### config.mk
export PLATFORM = sky130hd
export DESIGN_NAME = i2s_rx_master
export DESIGN_NICKNAME = d
export VERILOG_FILES = /design/src/rtl/i2s_rx_master.sv
export SDC_FILE = /design/constraint.sdc
export NUM_CORES = 1
export LEC_CHECK = 0
export ABC_AREA = 1
export BUFFER_PORTS_ARGS = -buffer_cell sky130_fd_sc_hd__buf_2
export CELL_PAD_IN_SITES_DETAIL_PLACEMENT = 0
export CELL_PAD_IN_SITES_GLOBAL_PLACEMENT = 2
export CORE_MARGIN = 1.5
export CORE_UTILIZATION = 32
export DETAILED_ROUTE_END_ITERATION = 8
export PLACE_DENSITY = 0.78
export SYNTH_ARGS = -nofsm -noshare
export SYNTH_HDL_FRONTEND = slang
export SYNTH_SLANG_ARGS = --single-unit
### constraint.sdc
create_clock -name clk_i -period 1.5 [get_ports clk_i]
set_input_delay 0.075 -clock clk_i [delete_from_list [all_inputs] [get_ports clk_i]]
set_output_delay 0.075 -clock clk_i [all_outputs]
set_load 0.005 [all_outputs]
### src/rtl/i2s_rx_master.sv
// i2s_rx_master: I2S master receiver generating SCK/WS and deserialising 24-bit mic words into strobed samples.
module i2s_rx_master #(
  parameter int CLK_DIV      = 4,
  parameter int SYNC_STAGES  = 2,
  parameter int CHANNEL_MODE = 0
) (
  input  logic        clk_i,
  input  logic        rst_ni,
  input  logic        enable_i,
  input  logic        sd_i,
  output logic        sck_o,
  output logic        ws_o,
  output logic        sample_valid_o,
  output logic [23:0] sample_o,
  output logic        channel_o
);
  localparam int PW = $clog2(2 * CLK_DIV);
  localparam logic [PW-1:0] HALF = PW'(CLK_DIV);
  localparam logic [PW-1:0] LAST = PW'(2 * CLK_DIV - 1);
  localparam logic [PW-1:0] CAP  = PW'(CLK_DIV + SYNC_STAGES);
  localparam logic [1:0] IDLE = 2'd0, RUN = 2'd1, STOPPING = 2'd2;
  localparam logic EMIT_L = CHANNEL_MODE != 1;
  localparam logic EMIT_R = CHANNEL_MODE != 0;

  logic [1:0]             state_q, state_d;
  logic [PW-1:0]          phase_q, phase_d;
  logic [5:0]             slot_q, slot_d;
  logic [SYNC_STAGES-1:0] sync_q;
  logic [SYNC_STAGES:0]   sync_w;
  logic [22:0]            shift_q, shift_d;
  logic [23:0]            word, sample_q;
  logic                   sck_q, ws_q, valid_q, chan_q;
  logic                   run, wrap, cap, strobe;

  always_comb begin
    run     = state_q != IDLE;
    wrap    = phase_q == LAST;
    sync_w  = {sync_q, sd_i};
    word    = {shift_q, sync_w[SYNC_STAGES]};
    // data slots are 1..24 of each half-frame (one-bit I2S delay after WS change)
    cap     = run && phase_q == CAP && slot_q[4:0] >= 5'd1 && slot_q[4:0] <= 5'd24;
    strobe  = cap && slot_q[4:0] == 5'd24 && (slot_q[5] ? EMIT_R : EMIT_L);
    phase_d = run && !wrap ? phase_q + 1'b1 : '0;
    slot_d  = !run ? 6'd0 : wrap ? slot_q + 6'd1 : slot_q;
    shift_d = cap ? word[22:0] : shift_q;
    state_d = state_q == IDLE ? (enable_i ? RUN : IDLE)
            : enable_i ? RUN
            : state_q == RUN ? STOPPING
            : wrap && slot_q == 6'd63 ? IDLE : STOPPING;
  end

  always_ff @(posedge clk_i or negedge rst_ni) begin
    if (!rst_ni) begin
      state_q  <= IDLE;
      phase_q  <= '0;
      slot_q   <= '0;
      sync_q   <= '0;
      shift_q  <= '0;
      sck_q    <= 1'b0;
      ws_q     <= 1'b0;
      valid_q  <= 1'b0;
      sample_q <= '0;
      chan_q   <= 1'b0;
    end else begin
      state_q <= state_d;
      phase_q <= phase_d;
      slot_q  <= slot_d;
      sync_q  <= sync_w[SYNC_STAGES-1:0];
      shift_q <= shift_d;
      sck_q   <= phase_d >= HALF;
      ws_q    <= slot_d[5];
      valid_q <= strobe;
      if (strobe) begin
        sample_q <= word;
        chan_q   <= slot_q[5];
      end
    end
  end

  assign sck_o          = sck_q;
  assign ws_o           = ws_q;
  assign sample_valid_o = valid_q;
  assign sample_o       = sample_q;
  assign channel_o      = chan_q;
endmodule

After elaboration in Yosys (flattened, before gate mapping)
Cells that the tools add are included.
{"block": "totals", "reg_bits": 63, "input_bits": 4, "elab_cells": 40, "out_inout_bits": 28}
{"block": "classes", "n_lt_le_gt_ge": 3, "mux": 9, "n_eq_ne": 6, "n_addsub": 2, "n_reduce_logical": 10}
{"op": "6-bit 2-to-1 mux", "n": 2}
{"op": "2-bit 2-to-1 mux", "n": 4}
{"op": "1-bit logical AND", "n": 7}
{"op": "6-bit by 1-bit adder with 6-bit output (second input constant)", "n": 1}
{"op": "3-bit == test (second input constant)", "n": 2}
{"op": "6-bit == test (second input constant)", "n": 1}
{"op": "5-bit == test (second input constant)", "n": 1}
{"op": "5-bit by 1-bit >= comparator with 1-bit output (second input constant)", "n": 1}
{"op": "5-bit <= comparator (second input constant)", "n": 1}
{"op": "3-bit by 1-bit adder with 3-bit output (second input constant)", "n": 1}
{"op": "3-bit >= comparator (second input constant)", "n": 1}
{"op": "3-bit 2-to-1 mux", "n": 1}
{"op": "2-bit by 1-bit == test with 1-bit output (second input constant)", "n": 1}
{"op": "2-bit zero test", "n": 1}
{"op": "1-bit 2-to-1 mux", "n": 2}
{"op": "2-bit by 1-bit inequality test with 1-bit output (second input constant)", "n": 1}
{"op": "2-bit nonzero test", "n": 1}
{"op": "1-bit zero test", "n": 1}

Longest topological paths before layout
Gate-level depths: netlist (run 1).
{"block": "logic_depth", "depth_word": 6, "mapped_depth": 8, "ltp_nobuf": 8}

Worst setup path after synthesis (run 1)
Ideal clock, no wire load.
{"block": "synth_path", "path_type": "register -> register", "start": "register phase_q[0]", "end": "register sample_q[10] (netlist: sample_o[10])", "t_required_ns": 1.434, "path_buffers": 2, "setup_time_ns": 0.066, "arrival_time_ns": 1.363, "stages_incl_launch_ff": 9, "synth_period_minus_slack_ns": 1.429, "setup_slack_ns": 0.071, "path_cell_list": "dfrtp_1 inv_1 ha_1 nand2_1 nor2_2 buf_2 buf_2 nand4_1 nand2_1"}
{"block": "synth_between", "elab_chain_len": 6}
{"item": "from (decl)", "line": "26", "source": "logic [PW-1:0] phase_q, phase_d;"}
{"item": "from (signal assigned)", "line": "66", "source": "phase_q <= phase_d;"}
{"item": "3-bit == test", "line": "41", "source": "cap = run && phase_q == CAP && slot_q[4:0] >= 5'd1 && slot_q[4:0] <= 5'd24;"}
{"item": "1-bit logical AND (3 in series)", "line": "41"}
{"item": "1-bit logical AND (2 in series)", "line": "42", "source": "strobe = cap && slot_q[4:0] == 5'd24 && (slot_q[5] ? EMIT_R : EMIT_L);"}
{"item": "to (signal assigned)", "line": "74", "source": "sample_q <= word;"}
{"item": "to (decl)", "line": "31", "source": "logic [23:0] word, sample_q;"}
No other way between the ends.
A chain may end at the register's enable or synchronous reset.

Worst setup path in the final report (run 1)
{"block": "layout_path", "start": "register phase_q[0]", "end": "register shift_q[11]"}
{"block": "layout_between", "elab_chain_len": 4}
{"item": "3-bit == test", "line": "41"}
{"item": "1-bit logical AND (3 in series)", "line": "41"}
{"item": "to (signal assigned)", "line": "69", "source": "shift_q <= shift_d;"}
{"item": "to (decl)", "line": "30", "source": "logic [22:0] shift_q, shift_d;"}
No other way between the ends.

==> results of run 1 <==
final timing paths:
kind	slack, ns	cells after the start	end
worst max register to register	0.01	9	shift_q[11]
worst min register to register	0.37	0	sync_q[1]
min in group clk_i	0.37	0	sync_q[1]
max in group asynchronous	0.95	3	shift_q[0]
worst max-delay path	0.01	9	shift_q[11]
worst min-delay path	0.29	3	sample_o[17]
layer usage:
layer / vias up / global-route usage, % / wire length, um
met1: 1013 / 19.2 / 2810
met3: 12 / 3.16 / 271
met4: 0 / 7.46 / 127
met5: - / 0 / 0
li1: 1078 / - / -
met2: 46 / 23.5 / 2950
critical path: cells and delay by family, from the launching register on:
kind          cells  cell delay [ns]
simple gates      5             0.46
flops             1             0.40
buf+inv           3             0.37
fa+ha+maj         1             0.15
sequential cells by signal (all words and copies together), names as in the netlist:
name	flops
ws_o	1
state_q	2
sync_q	2
phase_q	3
sample_o	24
slot_q	5
channel_o	1
shift_q	23
sample_valid_o	1
kinds of logic after synthesis:
group | after synthesis | synth area share [%]
adder cells (fa/ha/maj) | 6 | 2.84
flip-flops | 62 | 58.7
buffers and inverters | 33 | 5.82
AND/OR/NAND/NOR | 180 | 31.5
AO/OA/AOI/OAI | 6 | 1.14
area by class of cell:
class	count	area [um^2]	share of cell area (%)
Timing Repair Buffer	62	524	14.8
Clock buffer	10	138	3.89
Inverter	14	52.6	1.48
Multi-Input combinational cell	195	1060	30.0
Sequential cell	62	1550	43.8
Tap cell	102	128	3.60
Clock inverter	6	85.1	2.40
report_power, final:
group	switching, uW	leakage (uW)	total, uW	internal [uW]
Clock	670	0.000108	1640	974
Combinational	357	0.000945	619	262
Sequential	39.3	0.000854	1760	1720
Total	1070	0.00191	4020	2960
timing repair:
item	in CTS	in global routing
hold endpoints to repair	65	0
setup endpoints to repair	25	51
buffers inserted	4	6
gates resized for setup	4	26
pin swaps	3	7
cloned	2	3
hold buffers	3	0
placed cells by master (no fill, tap or decap), types with 4 or more instances in the layout:
master    Yosys  routed
buf_12        0       6
buf_2        12      31
buf_4         2      16
clkbuf_8      0      10
dfrtp_1      62      62
ha_1          6       4
inv_1        14      12
nand2_1     109      98
nand2_2       0      11
nand3_1       5       4
nand3_4       1       5
nand4_1      48      48
nor2_1       14      11
metrics by stage:
step | cell area, um^2 | utilization, % | total power [uW] | worst slack, ns | instances
after floorplan | 2640 | - | 2080 | 0.0707 | 287
after global placement | 3000 | 38.2 | 2210 | -0.0381 | 417
after detailed placement | 3000 | 38.2 | 2220 | -0.0645 | 417
after CTS | 3350 | 42.7 | 3950 | 0.00249 | 442
after global routing | 3540 | 45.1 | 4210 | -0.0847 | 451
final | 3540 | 45.1 | 4020 | 0.0111 | 451
==> results.toml, run 1 <==
[routing]
postRouteAntennaNets = 0
vias = 2149
detail_route.wl_per_cell_um = 13.6
viasPerCell = 4.76
wirelength_um = 6160
dr.pass1.iters = 4
drtIter0Drc = 118
drc = 0

[floorplan]
die_w_um = 93.9
num_rows = 32
num_io_pins = 32
core_area_mm2 = 0.00785
die_area_mm2 = 0.00881
die_h_um = 93.9
start_util_pct = 33.7

[synth]
synthFlopType = "dfrtp_1"
synth_commonest_cells = "109 x nand2_1, 62 x dfrtp_1, 48 x nand4_1, 14 x inv_1, 14 x nor2_1"
synth_top_area_share_pct = 58.7
synth_cell_types = 18
synth_area_per_cell_um2 = 9.21
syn-num-nets = 297
netlist_area_mm2 = 0.00264
ys_top_cells_by_area = "dfrtp_1 59%, nand2_1 15%, nand4_1 11%"
async_reset_ff_share_pct = 100
synthCells = 287
ys_seq_elements = 62
yosysMostFrequentCell = "nand2_1"
synth-edff-count = 0
yosysSeqAreaShare_pct = 58.7
yosysTopAreaCell = "dfrtp_1"
synth_warnings = 0

[grt]
grt_pass1_wl_um = 9890
track_usage_pct = 14.9
grt_overflow = 0
grt_pass1_vias = 2033
antenna_found_initial = 0
grt_max_degree = 63

[placement]
portBuffers = 31
gp_congestion = 0.724
place_hpwl_um = 3400

[power_and_ir_drop]
powerDensity_mw_per_mm2 = 1140
irDropWorstVdd_v = 0.000552
total_leakage_power_uw = 0.00191

[setup_path]
endpoint_kind = "flip-flop"
critPathMaxFanout = 23
crit_arrival_ns = 1.72
cp_slowest_stage_delay_ns = 0.40
cp.required_ns = 1.73
slowest_stage = "dfrtp_1"
path_common_cell = "nand2_1"
startpoint = "phase_q[0]"
cp-start-kind = "flip-flop"
worstReg2RegStart = "phase_q[0]"
criticalPathCategory = "reg2reg"
crit_chain = "inv_1 > ha_1 > nand2_2 > nor2_4 > buf_4 > nand3_2 > buf_12 > nand2_1 > nand2_1"

[timing]
grt_setup_unrepaired = "true"
final_hold_viol_count = 0
period_needed_ns = 1.49
setup_violations = 0
period_share_pct = 99.3
slew_violations = 0
skew_ns = 0.00655
fmax_mhz = 672
tightest_slew_ns = 0.326
relSlewSlack_pct = 78.3
hold_ws_ns = 0.289
setup_tns_ns = 0

[layout]
syn_to_final_growth_pct = 34.0
drive_above_1_share_pct = 28.9
fin_nets = 354
antennaDiodeCount = 0
fill_cells = 809

[clock_network]
cts.reportedPaths.clkPinSlew_ns = 0.07
cts_tree = "done"
cts.sinks = 62
cts-root-buf = "clkbuf_8"
clock_path_buffers = 2
worstSkewPairLatency_ns = 0.34
htreeDepth = 3
numCtsBuffers = 9

[worst_hold_path]
hold_class = "in2async"

[job]
max_cap_violations = 0

[status]
status = "completed"
(Power assumes the default switching activity.)
==> run 2: changes to the inputs <==
--- a/config.mk
+++ b/config.mk
@@ -5,14 +5,13 @@
 export SDC_FILE = /design/constraint.sdc
 export NUM_CORES = 1
 export LEC_CHECK = 0
-export ABC_AREA = 1
 export BUFFER_PORTS_ARGS = -buffer_cell sky130_fd_sc_hd__buf_2
 export CELL_PAD_IN_SITES_DETAIL_PLACEMENT = 0
 export CELL_PAD_IN_SITES_GLOBAL_PLACEMENT = 2
 export CORE_MARGIN = 1.5
-export CORE_UTILIZATION = 32
+export CORE_UTILIZATION = 34
 export DETAILED_ROUTE_END_ITERATION = 8
-export PLACE_DENSITY = 0.78
+export PLACE_DENSITY = 0.77
 export SYNTH_ARGS = -nofsm -noshare
 export SYNTH_HDL_FRONTEND = slang
 export SYNTH_SLANG_ARGS = --single-unit
==> results.toml, run 2 <==
[routing]
vias = 1743
postRouteAntennaNets = 0
drtIter0Drc = 49
drc = 0
detail_route.wl_per_cell_um = 14.1
dr.pass1.iters = 4
viasPerCell = 4.55
wirelength_um = 5410

[power_and_ir_drop]
p_int_uw = 2600
p_comb_share_pct = 13.3
irDropWorstVdd_v = 0.000346
total_leakage_power_uw = 0.00186
clkPwrFrac_pct = 37.2
swShare_pct = 26.6
seq_power_share_pct = 49.5
p_total_uw = 3540
p_sw_uw = 940
powerDensity_mw_per_mm2 = 1010

[setup_path]
path_delay_family = "simple AND/OR/NAND/NOR gates"
crit_chain = "inv_1 > ha_2 > nand2b_4 > or4_4 > buf_6 > and2_1"
critPathMaxFanout = 10
critPathBufInv = 2
crit_arrival_ns = 1.90
cp-start-kind = "flip-flop"
cp.required_ns = 1.73
cp_slowest_stage_delay_ns = 0.52
slowest_stage = "or4_4"
criticalPathCategory = "reg2reg"
endpoint_kind = "flip-flop"

[synth]
synth-simple-area-share_pct = 18.2
yosys.area_share.adder_pct = 3.02
synth_warnings = 0
synthCells = 211
synth_commonest_cells = "62 x dfrtp_1, 52 x nand2_1, 25 x nand3_1, 15 x mux2_2, 8 x mux2_1"
synthFlopType = "dfrtp_1"
synth_top_family_by_area = "simple AND/OR/NAND/NOR gates"
yosysSeqAreaShare_pct = 62.3
syn-num-nets = 221
synth_area_per_cell_um2 = 11.8
netlist_area_mm2 = 0.00249
ys_top_cells_by_area = "dfrtp_1 62%, nand2_1 7.8%, mux2_2 6.8%"
synth-edff-count = 0
yosysTopAreaCell = "dfrtp_1"
synthMuxAreaShare_pct = 10.8
ys_seq_elements = 62
synth_top_area_share_pct = 62.3
synth_cell_types = 29
async_reset_ff_share_pct = 100
synth_compound_area_share_pct = 1.16
yosysMostFrequentCell = "dfrtp_1"
synth-xor-area-share_pct = 1.41

[worst_hold_path]
hold_class = "in2async"

[grt]
antenna_found_initial = 0
grt_max_degree = 26
grt_overflow = 0
grt_pass1_vias = 1670
grt_pass1_wl_um = 7840
track_usage_pct = 13.5

[clock_network]
numCtsBuffers = 9
cts-root-buf = "clkbuf_8"
htreeDepth = 3
clock_path_buffers = 2
cts_tree = "done"
worstSkewPairLatency_ns = 0.34
cts.reportedPaths.clkPinSlew_ns = 0.07
cts.sinks = 62

[layout]
fin_nets = 290
layout_common_cells = "62 x dfrtp_1, 50 x nand2_1, 31 x buf_2"
drive_above_1_share_pct = 44.4
syn_to_final_growth_pct = 40.3
largest_reg_flops = 24
antennaDiodeCount = 0
fin_util_pct = 48.7
final_common_cell = "dfrtp_1"

[status]
violations = "setup timing"
status = "finished, violations left"

[floorplan]
die_w_um = 88.6
num_io_pins = 32
num_rows = 31
die_h_um = 88.6
die_area_mm2 = 0.00785
core_area_mm2 = 0.00718
start_util_pct = 34.7

[placement]
place_hpwl_um = 3000
portBuffers = 31
gp_congestion = 0.725
post-place-ws_ns = -0.241

[job]
max_cap_violations = 0

[timing]
skew_ns = 0.00846
setup_violations = 49
tightest_slew_ns = 0.523
relSlewSlack_pct = 65.1
grt_setup_unrepaired = "true"
period_share_pct = 112
setup_slack_ns = -0.173
fmax_mhz = 598
final_hold_viol_count = 0
slew_violations = 0
period_needed_ns = 1.67
## run 2: cell count changes in the layout (fill, tap and decap cells not counted), moves of 5 or more
cell     previous run  this run
nand2_1            98        50
nand4_1            48         2
mux2_2              0        12
nand3_1             4        16
mux2_4              0        11
inv_1              12         3
nand2_2            11         2
nand3_2             1         9
nand3_4             5         0
## run 2: layout make-up
class / instances / area (um^2)
clock buffer: 12 / 155
sequential: 62 / 1550
inverter: 3 / 11.3
fill: 649 / 3680
multi-input combinational: 136 / 1040
clock inverter: 3 / 20.0
tap: 99 / 124
timing repair buffer: 68 / 594
## run 2: power by group through the flow
stage               Sequential [uW]  Combinational (uW)  Clock, uW
global placement               1780                 355          0
global route                   1760                 516       1440
finish                         1750                 470       1310
detailed placement             1780                 360          0
CTS                            1750                 408       1350
floorplan                      1780                 173          0
## run 2: cell families (layout without fill, tap and decap cells)
group                    after synthesis  in the layout
multiplexers                          24             24
buffers and inverters                 13             86
AO/OA/AOI/OAI                          4              4
AND/OR/NAND/NOR                       98             98
XOR/XNOR                               4              4
flip-flops                            62             62
adder cells (fa/ha/maj)                6              6
## run 2: worst paths after layout
check                           from             end  cells after the start  slack [ns]
hold reg to reg            sync_q[0]       sync_q[1]                      0        0.35
max in group asynchronous     rst_ni       slot_q[3]                      3        0.70
hold / removal                rst_ni  sample_valid_o                      2        0.25
setup / recovery           slot_q[0]       channel_o                      6       -0.17
setup reg to reg           slot_q[0]       channel_o                      6       -0.17
min in group clk_i         sync_q[0]       sync_q[1]                      0        0.35
## run 2: metrics by stage
step / hold slack [ns] / area (um^2) / setup TNS [ns] / cells
2_1_floorplan: -0.221 / 2510 / -7.88 / 211
3_3_place_gp: 0.0790 / 2930 / -7.15 / 354
3_5_place_dp: 0.0816 / 2930 / -8.29 / 354
4_1_cts: 0.249 / 3190 / -5.77 / 374
5_1_grt: 0.284 / 3490 / -8.80 / 383
6_report: 0.245 / 3490 / -5.52 / 383
## run 2: what timing repair did
action                                  4_1_cts  5_1_grt
pin swaps                                     5       26
hold endpoints to repair                     22        0
endpoints found under the setup margin       50       50
gates cloned                                  0        6
gates resized for setup                       9       35
buffers inserted                              2        4
hold buffers                                  3        0
## run 2: per-layer routing
metal,global-route usage [%],part of all wire (%),up-vias
met5,0,0,-
met4,6.39,1.0,0
met3,4.57,3.2,6
met2,21.3,51,24
met1,16.8,45,862
li1,-,-,851
==> run 3: changes to the inputs <==
--- a/config.mk
+++ b/config.mk
@@ -8,9 +8,11 @@
 export BUFFER_PORTS_ARGS = -buffer_cell sky130_fd_sc_hd__buf_2
 export CELL_PAD_IN_SITES_DETAIL_PLACEMENT = 0
 export CELL_PAD_IN_SITES_GLOBAL_PLACEMENT = 2
+export CORE_ASPECT_RATIO = 1.5
 export CORE_MARGIN = 1.5
 export CORE_UTILIZATION = 34
 export DETAILED_ROUTE_END_ITERATION = 8
+export MAX_ROUTING_LAYER = met4
 export PLACE_DENSITY = 0.77
 export SYNTH_ARGS = -nofsm -noshare
 export SYNTH_HDL_FRONTEND = slang
==> results.toml, run 3 (same netlist as run 2, synthesis figures left out) <==
[timing]
period_needed_ns = 1.68
fmax_mhz = 594
setup_violations = 49
tightest_slew_ns = 0.331
grt_setup_unrepaired = "true"
final_hold_viol_count = 0
skew_ns = 0.0119
period_share_pct = 112
setup_slack_ns = -0.183
slew_violations = 0
relSlewSlack_pct = 77.9
setup_tns_ns = -5.87

[floorplan]
core_area_mm2 = 0.00718
num_io_pins = 32
die_w_um = 72.9
start_util_pct = 34.7
die_area_mm2 = 0.00786
num_rows = 38
die_h_um = 108

[grt]
grt_overflow = 0
track_usage_pct = 13.8
grt_pass1_wl_um = 7780
grt_pass1_vias = 1722
grt_max_degree = 63
antenna_found_initial = 0

[layout]
largest_reg_flops = 24
fin_nets = 286
layout_common_cells = "62 x dfrtp_1, 51 x nand2_1, 31 x buf_2"
final_common_cell = "dfrtp_1"
fill_cells = 663
final_area_mm2 = 0.00345
antennaDiodeCount = 0
syn_to_final_growth_pct = 38.4
drive_above_1_share_pct = 41.3

[clock_network]
cts.sinks = 62
cts-root-buf = "clkbuf_8"
numCtsBuffers = 9
worstSkewPairLatency_ns = 0.34
cts_tree = "done"
htreeDepth = 3
clock_path_buffers = 2
cts.reportedPaths.clkPinSlew_ns = 0.07

[power_and_ir_drop]
total_leakage_power_uw = 0.00187
powerDensity_mw_per_mm2 = 1100
irDropWorstVdd_v = 0.000978

[routing]
wl_met2_um = 2720
drc = 0
drtIter0Drc = 76
detail_route.wl_per_cell_um = 13.2
dr.pass1.iters = 4
postRouteAntennaNets = 0
dr_wl_met3_um = 136
vias = 1723
met1_length_um = 2080
viasPerCell = 4.52
wirelength_um = 5030
dr.max_layer_used = "met4"

[setup_path]
crit_arrival_ns = 1.91
r2r_slack_ns = -0.18
endpoint_kind = "flip-flop"
path_common_cell = "nand2_1"
critPathMaxFanout = 22
slowest_stage = "or4_4"
cp.required_ns = 1.72
crit_chain = "inv_2 > ha_4 > nand2b_4 > or4_4 > buf_12 > nand2_1 > nand2_1"
criticalPathCategory = "reg2reg"
cp_slowest_stage_delay_ns = 0.55
cp-start-kind = "flip-flop"

[placement]
place_hpwl_um = 3160
post-place-ws_ns = -0.268
gp_congestion = 0.762
portBuffers = 31
placed_area_mm2 = 0.00296

[worst_hold_path]
hold_class = "in2async"

[status]
status = "finished, violations left"
violations = "setup timing"

[job]
max_cap_violations = 0
run 3: changes by cell type in the layout (fill, tap and decap cells not counted), sizes merged:
cell,delta
clkbuf,-5
buf,-2
bufinv,+2
clkinv,+1
inv,+1
run 3: repair_timing:
action	in CTS	in global routing
resized for setup	4	35
hold endpoints to repair	65	0
hold buffers	3	0
pin swaps	3	4
gates cloned	0	3
endpoints found under the setup margin	49	53
setup buffers	1	1
run 3: worst max-delay path: cells and delay by family (launching register included):
family / cells / cell delay [ns]
adder cells (fa/ha/maj): 1 / 0.13
flip-flops: 1 / 0.44
AND/OR/NAND/NOR: 4 / 0.73
buffers and inverters: 2 / 0.27
run 3: metrics by stage:
stage               utilization (%)  power [uW]  hold slack [ns]  cells
CTS                            45.0        3770            0.276    377
global placement               41.2        2130            0.113    357
detailed placement             41.2        2130            0.111    357
finish                         48.0        3780            0.272    381
global route                   48.0        3940            0.290    381
floorplan                         -        1950           -0.221    211
run 3: report_power, final:
group | switching, uW | total (uW) | internal, uW
clock | 679 | 1620 | 940
sequential | 36.8 | 1750 | 1720
combinational | 225 | 406 | 181
total | 941 | 3780 | 2840
run 3: layer usage:
layer	vias up	global-route usage, %
met5	-	-
met2	28	22.9
met1	851	14.5
li1	839	-
met4	0	7.68
met3	5	4.12
run 3: area by class of cell:
cell class                 instances  area (um^2)  area share [%]
sequential                        62         1550            45.0
inverter                           3         11.3           0.327
tap                              100          125            3.63
multi-input combinational        136         1020            29.6
clock buffer                       9          124            3.59
timing repair buffer              64          518            15.0
clock inverter                     7         97.6            2.83
run 3: final timing paths:
path | start | endpoint | cells past startpoint
worst max-delay path | slot_q[0] | sample_o[3] | 7
worst min-delay path | rst_ni | slot_q[2] | 3
worst max register to register | slot_q[0] | sample_o[3] | 7
worst min register to register | sync_q[0] | sync_q[1] | 0
max in group asynchronous | rst_ni | sync_q[0] | 3
min in group clk_i | sync_q[0] | sync_q[1] | 0
